<file path="src/rtl/mau_pkg.sv">
// Shared types and default widths for the mem_access_unit slice.
package mau_pkg;
  localparam int ADDR_W = 5;
  localparam int DATA_W = 32;

  typedef enum logic [2:0] {
    IDLE = 3'd0,
    WR   = 3'd1,
    RD   = 3'd2,
    VFY  = 3'd3,
    RSP  = 3'd4
  } mau_state_t;
endpackage

</file>
<file path="src/rtl/mem_access_unit_if.sv">
// Request, response and DataMem pin bundle of mem_access_unit.
// Both handshakes transfer on a rising edge where valid && ready; valid may not depend on ready.
interface mem_access_unit_if #(
  parameter int ADDR_W = mau_pkg::ADDR_W,
  parameter int DATA_W = mau_pkg::DATA_W
);
  logic              req_valid;
  logic              req_ready;
  logic              req_we;
  logic [ADDR_W-1:0] req_addr;
  logic [DATA_W-1:0] req_wdata;
  logic              rsp_valid;
  logic              rsp_ready;
  logic [DATA_W-1:0] rsp_rdata;
  logic              rsp_err;
  logic              mem_we;
  logic [ADDR_W-1:0] mem_addr;
  logic [DATA_W-1:0] mem_datain;
  logic [DATA_W-1:0] mem_dataout;

  modport slave (
    input  req_valid, req_we, req_addr, req_wdata, rsp_ready, mem_dataout,
    output req_ready, rsp_valid, rsp_rdata, rsp_err, mem_we, mem_addr, mem_datain
  );

  modport master (
    output req_valid, req_we, req_addr, req_wdata, rsp_ready, mem_dataout,
    input  req_ready, rsp_valid, rsp_rdata, rsp_err, mem_we, mem_addr, mem_datain
  );
endinterface

</file>
<file path="src/rtl/mem_access_unit.sv">
// Load/store sequencer for the 32x32 DataMem; one response per accepted request.
// Define MAU_WRITE_VERIFY_EN to add a read-back cycle after every store with mismatch reporting.
module mem_access_unit
  import mau_pkg::*;
(
  input  logic       clk,
  input  logic       rst_n,
  mem_access_unit_if.slave bus,
  output mau_state_t fsm_state
);

  mau_state_t        state_q;
  mau_state_t        state_d;
  logic [ADDR_W-1:0] addr_q;
  logic [DATA_W-1:0] wdata_q;
  logic [DATA_W-1:0] rdata_q;
  logic              accept;

  assign accept = (state_q == IDLE) && bus.req_valid;

  always_ff @(posedge clk) begin
    if (!rst_n) begin
      state_q <= IDLE;
    end else begin
      state_q <= state_d;
    end
  end

  always_comb begin
    state_d = state_q;
    unique case (state_q)
      IDLE: if (bus.req_valid) state_d = bus.req_we ? WR : RD;
`ifdef MAU_WRITE_VERIFY_EN
      WR:   state_d = VFY;
      VFY:  state_d = RSP;
`else
      WR:   state_d = RSP;
`endif
      RD:   state_d = RSP;
      RSP:  if (bus.rsp_ready) state_d = IDLE;
      default: state_d = IDLE;
    endcase
  end

  // Address/data stay latched after the access so the memory pins are quiet between requests.
  always_ff @(posedge clk) begin
    if (!rst_n) begin
      addr_q  <= '0;
      wdata_q <= '0;
    end else if (accept) begin
      addr_q  <= bus.req_addr;
      wdata_q <= bus.req_wdata;
    end
  end

`ifdef MAU_WRITE_VERIFY_EN
  logic err_q;

  always_ff @(posedge clk) begin
    if (!rst_n) begin
      rdata_q <= '0;
      err_q   <= 1'b0;
    end else begin
      case (state_q)
        RD: begin
          rdata_q <= bus.mem_dataout;
          err_q   <= 1'b0;
        end
        VFY: begin
          rdata_q <= bus.mem_dataout;
          err_q   <= (bus.mem_dataout != wdata_q);
        end
        default: ;
      endcase
    end
  end

  assign bus.rsp_err = err_q;
`else
  always_ff @(posedge clk) begin
    if (!rst_n) begin
      rdata_q <= '0;
    end else begin
      case (state_q)
        WR:      rdata_q <= wdata_q;
        RD:      rdata_q <= bus.mem_dataout;
        default: ;
      endcase
    end
  end

  assign bus.rsp_err = 1'b0;
`endif

  // Memory strobe comes straight from the state register so it cannot glitch on req_*.
  assign bus.req_ready  = (state_q == IDLE);
  assign bus.rsp_valid  = (state_q == RSP);
  assign bus.rsp_rdata  = rdata_q;
  assign bus.mem_we     = (state_q == WR);
  assign bus.mem_addr   = addr_q;
  assign bus.mem_datain = wdata_q;
  assign fsm_state      = state_q;

endmodule

</file>
<file path="src/flat_wrapper.sv">
// flat-port wrapper written by rule: the top's interface ports become plain ports
module mem_access_unit_flat import mau_pkg::*;
  (clk, rst_n, fsm_state, bus_req_valid, bus_req_we, bus_req_addr, bus_req_wdata, bus_rsp_ready, bus_mem_dataout, bus_req_ready, bus_rsp_valid, bus_rsp_rdata, bus_rsp_err, bus_mem_we, bus_mem_addr, bus_mem_datain);
  mem_access_unit_if bus_i ();
  input  logic clk;
  input  logic rst_n;
  output mau_state_t fsm_state;
  input wire logic [$bits(bus_i.req_valid)-1:0] bus_req_valid;
  input wire logic [$bits(bus_i.req_we)-1:0] bus_req_we;
  input wire logic [$bits(bus_i.req_addr)-1:0] bus_req_addr;
  input wire logic [$bits(bus_i.req_wdata)-1:0] bus_req_wdata;
  input wire logic [$bits(bus_i.rsp_ready)-1:0] bus_rsp_ready;
  input wire logic [$bits(bus_i.mem_dataout)-1:0] bus_mem_dataout;
  output wire logic [$bits(bus_i.req_ready)-1:0] bus_req_ready;
  output wire logic [$bits(bus_i.rsp_valid)-1:0] bus_rsp_valid;
  output wire logic [$bits(bus_i.rsp_rdata)-1:0] bus_rsp_rdata;
  output wire logic [$bits(bus_i.rsp_err)-1:0] bus_rsp_err;
  output wire logic [$bits(bus_i.mem_we)-1:0] bus_mem_we;
  output wire logic [$bits(bus_i.mem_addr)-1:0] bus_mem_addr;
  output wire logic [$bits(bus_i.mem_datain)-1:0] bus_mem_datain;
  assign bus_i.req_valid = bus_req_valid;
  assign bus_i.req_we = bus_req_we;
  assign bus_i.req_addr = bus_req_addr;
  assign bus_i.req_wdata = bus_req_wdata;
  assign bus_i.rsp_ready = bus_rsp_ready;
  assign bus_i.mem_dataout = bus_mem_dataout;
  assign bus_req_ready = bus_i.req_ready;
  assign bus_rsp_valid = bus_i.rsp_valid;
  assign bus_rsp_rdata = bus_i.rsp_rdata;
  assign bus_rsp_err = bus_i.rsp_err;
  assign bus_mem_we = bus_i.mem_we;
  assign bus_mem_addr = bus_i.mem_addr;
  assign bus_mem_datain = bus_i.mem_datain;
  mem_access_unit u_core (.clk(clk), .rst_n(rst_n), .bus(bus_i), .fsm_state(fsm_state));
endmodule
</file>
<file path="config.mk">
export PLATFORM = sky130hd
export DESIGN_NAME = mem_access_unit_flat
export DESIGN_NICKNAME = d
export VERILOG_FILES = /design/src/rtl/mau_pkg.sv /design/src/rtl/mem_access_unit_if.sv /design/src/rtl/mem_access_unit.sv /design/src/flat_wrapper.sv
export SDC_FILE = /design/constraint.sdc
export NUM_CORES = 1
export LEC_CHECK = 0
export CORE_UTILIZATION = 36
export DETAILED_ROUTE_END_ITERATION = 16
export GPL_TIMING_DRIVEN = 0
export PLACE_DENSITY = 0.8
export REMOVE_ABC_BUFFERS = 1
export SLEW_MARGIN = 10
export SYNTH_ARGS = -nofsm -noshare
export SYNTH_HDL_FRONTEND = slang
export SYNTH_SLANG_ARGS = --single-unit
</file>
<file path="constraint.sdc">
create_clock -name clk -period 1.4 [get_ports clk]
set_input_delay 0.28 -clock clk [delete_from_list [all_inputs] [get_ports clk]]
set_output_delay 0.28 -clock clk [all_outputs]
set_load 0.02 [all_outputs]
</file>
## Word level (Yosys, flattened, before mapping)

Index checks and enable logic that the tools add are counted.

- Output and inout port bits: 76
- Flip-flop bits (word level): 72
- Input port bits: 74
- Logic and storage cells: 19

- Eq/ne operators: 5
- Mux-type cells: 5
- Reductions and logical operators: 5

Operator list:

| cell | number |
|---|---|
| $pmux 32 s2 | 1 |
| $pmux 3 s3 | 1 |
| $mux 3 | 2 |
| $ne 2x2->1 const B | 2 |
| $eq 3x1->1 const B | 1 |
| $eq 3x2->1 const B | 1 |
| $eq 3x3->1 const B | 1 |
| $logic_not 3->1 | 1 |
| $mux 2 | 1 |
| $reduce_and 2->1 | 1 |
| $reduce_bool 2->1 | 1 |
| $reduce_or 2->1 | 1 |
| $logic_and 1x1->1 | 1 |

## Longest topological paths before layout

Gate-level depths: netlist of run 1.

- Depth in word-level cells: 3
- Mapped depth: 6
- Mapped depth without buffers: 3

## Worst setup path before layout of run 1

OpenSTA, ideal clock, no wires.

- Kind: register -> register
- Start point: reg u_core.state_q[2] (netlist: u_core.fsm_state[2])
- End point: reg u_core.state_q[2] (netlist: u_core.fsm_state[2])
- Stages on the path, launching flop included: 5
- Setup time: 58 ps
- Arrival: 1495 ps
- Slack: -154 ps
- Path buffers: 1
- Period minus slack after synthesis: 1554 ps
- Data required time: 1342 ps
- Cell sequence: dfxtp_1 buf_6 nor3b_1 nor2b_1 o21a_1

- Cells in the longest elaborated chain, start to end: 3
- Elaborated cells on any way between the ends: 9
- Those cells by class: 5 x eq/ne; 1 x mux; 3 x reduce/logical

RTL lines:

| element | line | text |
|---|---|---|
| start, declared | mem_access_unit.sv:12 | `mau_state_t state_q;` |
| start signal, assigned | mem_access_unit.sv:25 | `state_q <= state_d;` |
| $eq 3x3->1 (*) | n/a |  |
| via bus_rsp_valid | flat_wrapper.sv:15 | `output wire logic [$bits(bus_i.rsp_valid)-1:0] bus_rsp_valid;` |
| $ne 2x2->1 (no source line) | n/a |  |
| $reduce_and 2->1 (no source line) | n/a |  |

Mark *: on every way through the listed nets, which the timed path passes. The rest lies on a longest branch.
A chain may end at the register's enable or synchronous reset.

## Worst setup path in the final report of run 1

- Start point: reg u_core.state_q[1] (netlist: u_core.fsm_state[1])
- End point: out bus_rsp_valid

- Cells in the longest elaborated chain, start to end: 1

RTL lines:

| element | line | text |
|---|---|---|
| $eq 3x3->1 | mem_access_unit.sv:97 | `assign bus.rsp_valid = (state_q == RSP);` |
| end, declared | flat_wrapper.sv:15 |  |

No other way between the ends.

==> impl_metrics.env, run 1 <==
export IMPL_netlist_area_mm2=0.00294
export IMPL_place_area_mm2=0.00436
export IMPL_total_power_mw=6.04
export IMPL_cp_end_kind="primary output"
export IMPL_ant_nets=0
export IMPL_pwr_share_clk_pct=33.2
export IMPL_worstSetupPathDepth=3
export IMPL_swShare_pct=28.0
export IMPL_place_ws_ps=-941
export IMPL_final_cell_area_mm2=0.00570
export IMPL_fin_nets=552
export IMPL_rows=32
export IMPL_ctsHoldBuffers=0
export IMPL_maxSlewHeadroom_pct=55.3
export IMPL_finalSetupViolations=66
export IMPL_antenna_cells=0
export IMPL_dieArea_mm2=0.00852
export IMPL_crit_chain="buf_12 -> nor3b_2 -> buf_4"
export IMPL_antenna_found_initial=0
export IMPL_wl_met1_um=4820
export IMPL_crit_slowest_cell="dfxtp_4"
export IMPL_switchingPower_mw=1.69
export IMPL_drive_gt1_share_pct=30.6
export IMPL_power_leakage_nw=2.44
export IMPL_powerDensity_mw_per_mm2=1060
export IMPL_postLayoutSetupSlackWorst_ps=-135
export IMPL_first_iter_violations=88
export IMPL_postSynthAreaPerCell_um2=9.92
export IMPL_dp_hpwl_um=5410
export IMPL_final_cell_count_no_fill=585
export IMPL_io_pins=150
export IMPL_place_inst=514
export IMPL_tns_ps=-4780
export IMPL_path_class="register to primary output"
export IMPL_clkTransAtPathRegs_ps=90
export IMPL_hold_class="register to register"
export IMPL_num_vias=3178
export IMPL_die_h_um=92.3
export IMPL_met2_length_um=5930
export IMPL_drc=0
export IMPL_ys_warn_count=0
export IMPL_synth_seq_area_share_pct=49.1
export IMPL_cap_violations=0
export IMPL_irDropWorstVdd_uv=622
export IMPL_pwr_share_seq_pct=38.7
export IMPL_status="complete, but fails checks"
export IMPL_rsz0062_at_grt="true"
export IMPL_top_layer_used="met4"
export IMPL_gp_congestion=0.707
export IMPL_synth_edff_count=0
export IMPL_fin_crit_sh_pct=110
export IMPL_clock_sinks=72
export IMPL_drt_pass1_iterations=7
export IMPL_ys_ff_latch=72
export IMPL_async_flop_share_pct=0
export IMPL_p_comb_share_pct=28.2
export IMPL_fmax_mhz=651
export IMPL_crit_path_max_incr_delay_ps=380
export IMPL_finalWorstPathRequiredPeriod_ps=1540
export IMPL_clk_latency_ps=340
export IMPL_syn_inst=296
export IMPL_yosys_top_cells_count="72 x dfxtp_1, 38 x nand2_1, 37 x nand3_1"
export IMPL_syn_to_final_growth_pct=94.1
export IMPL_grt_pass1_wl_um=18500
export IMPL_port_buffers=148
export IMPL_hold_viol=0
export IMPL_ys_top_cells_by_area="dfxtp_1 49%, o221a_2 11%, o22a_1 9.5%"
export IMPL_netlist_area_leader_share_pct=49.1
export IMPL_viasPerCell=5.43
export IMPL_start_kind="register"
export IMPL_ys_types=24
export IMPL_cts_buffers=9
export IMPL_post_drt_wl_per_cell_um=20.1
export IMPL_synth_most_common_cell="dfxtp_1"
export IMPL_p_int_mw=4.35
export IMPL_arrival_ps=1260
export IMPL_final_fill_count=549
export IMPL_skew_ps=17.6
export IMPL_cts_root_buf="clkbuf_8"
export IMPL_grt_max_degree=59
export IMPL_crit_required_ps=1120
export IMPL_grt_pass1_vias=3334
export IMPL_holdPathStages=2
export IMPL_maxSlewViolCount=0
export IMPL_core_mm2=0.00781
export IMPL_die_w_um=92.3
export IMPL_crit_buf_inv=2
export IMPL_grt_overflow=0
export IMPL_worstPathMaxFanout=4
export IMPL_violations="negative setup slack"
export IMPL_cts_tree="built"
export IMPL_clockBufferDepth=2
export IMPL_yosys_area_top_type="dfxtp_1"
export IMPL_clock_tree_htree_level_count=3
export IMPL_path_delay_family="flip-flops"
export IMPL_ys_flop_type="dfxtp_1"
export IMPL_worstRegToRegCells=7
export IMPL_tightest_slew_ps=671
export IMPL_globalRouteTotalUtil_pct=28.5
export IMPL_route_met3_wl_um=761
export IMPL_initial_core_util_pct=37.6
export IMPL_routed_wl_um=11800
==> worst register-to-register path, delay by kind of cell, from the launching register on <==
kind / cells / cell delay, ps
flip-flops: 1 / 400
AND/OR/NAND/NOR: 1 / 120
buffers and inverters: 4 / 480
AO/OA/AOI/OAI: 2 / 390
==> flip-flops by register name, indices dropped and copies added, names as in the netlist <==
name                   cells
u_core.bus.mem_datain     32
u_core.bus.mem_addr        5
u_core.bus.rsp_rdata      32
u_core.fsm_state           3
==> logic make-up after synthesis <==
group	count (synthesis)	synth area share (%)
simple gates	84	13.5
flops	72	49.1
other cells	1	0.128
buf+inv	36	8.35
compound gates	103	28.9
==> layout make-up <==
cell class              count  area (um^2)  area share (%)
clock buffers              11          141            2.48
clock inverters             5          104            1.82
multi-input cells         191         1680            29.4
flip-flops and latches     72         1450            25.5
well taps                 102          128            2.24
repair buffers            204         2200            38.6
==> power by group through the flow <==
stage / Sequential [mW] / Clock (mW) / Combinational, mW
after floorplan: 2.57 / 0 / 0.314
after global placement: 2.38 / 0 / 1.18
after detailed placement: 2.39 / 0 / 1.21
after CTS: 2.33 / 2.04 / 1.69
after global routing: 2.36 / 2.13 / 1.79
final: 2.34 / 2.00 / 1.70
==> worst paths after layout <==
| check | endpoint | slack [ps] | from |
|---|---|---|---|
| worst max-delay path | bus_rsp_valid | -140 | u_core.fsm_state[1] |
| worst min register to register | u_core.bus.mem_addr[2] | 450 | u_core.bus.mem_addr[2] |
| worst min-delay path | u_core.bus.mem_addr[2] | 450 | u_core.bus.mem_addr[2] |
| worst max register to register | u_core.bus.rsp_rdata[28] | -120 | u_core.fsm_state[1] |
==> metrics by stage <==
step           hold WS (ps)  utilization (%)
3_3_place_gp            444             55.1
6_report                447             73.0
4_1_cts                 447             72.6
3_5_place_dp            450             55.8
5_1_grt                 465             73.0
2_1_floorplan           352                -
==> layout by cell type, fill, tap and decap left out, types with 10 or more instances in the layout <==
cell type        synthesis  routed
clkdlybuf4s50_1          0      72
dfxtp_1                 72      69
dlygate4sd2_1            0      67
nand2_1                 38      38
o22a_1                  32      32
o21ai_1                  6      31
o221a_4                  0      23
buf_6                   12      23
nand3_2                  0      20
buf_12                   0      17
nand3_1                 37      15
buf_4                    3      14
clkbuf_8                 0      10
==> repair_timing <==
action,4_1_cts,5_1_grt
setup buffers,46,5
endpoints found under the setup margin,147,78
gates resized for setup,209,28
pin swaps,45,8
gates cloned,11,0
==> per-layer routing <==
layer	GRT usage [%]	up-vias
li1	-	1477
met2	48.0	137
met3	5.58	22
met5	0	-
met4	10.4	0
met1	35.9	1542
Power figures use the tool's default switching activity.
==> run 2: changes to the inputs <==
--- a/config.mk
+++ b/config.mk
@@ -6,6 +6,7 @@
 export NUM_CORES = 1
 export LEC_CHECK = 0
 export CORE_UTILIZATION = 36
+export CTS_CLUSTER_SIZE = 16
 export DETAILED_ROUTE_END_ITERATION = 16
 export GPL_TIMING_DRIVEN = 0
 export PLACE_DENSITY = 0.8
==> results of run 2 <==
Same layout as run 1: the final DEF is identical, and so are final timing and power.
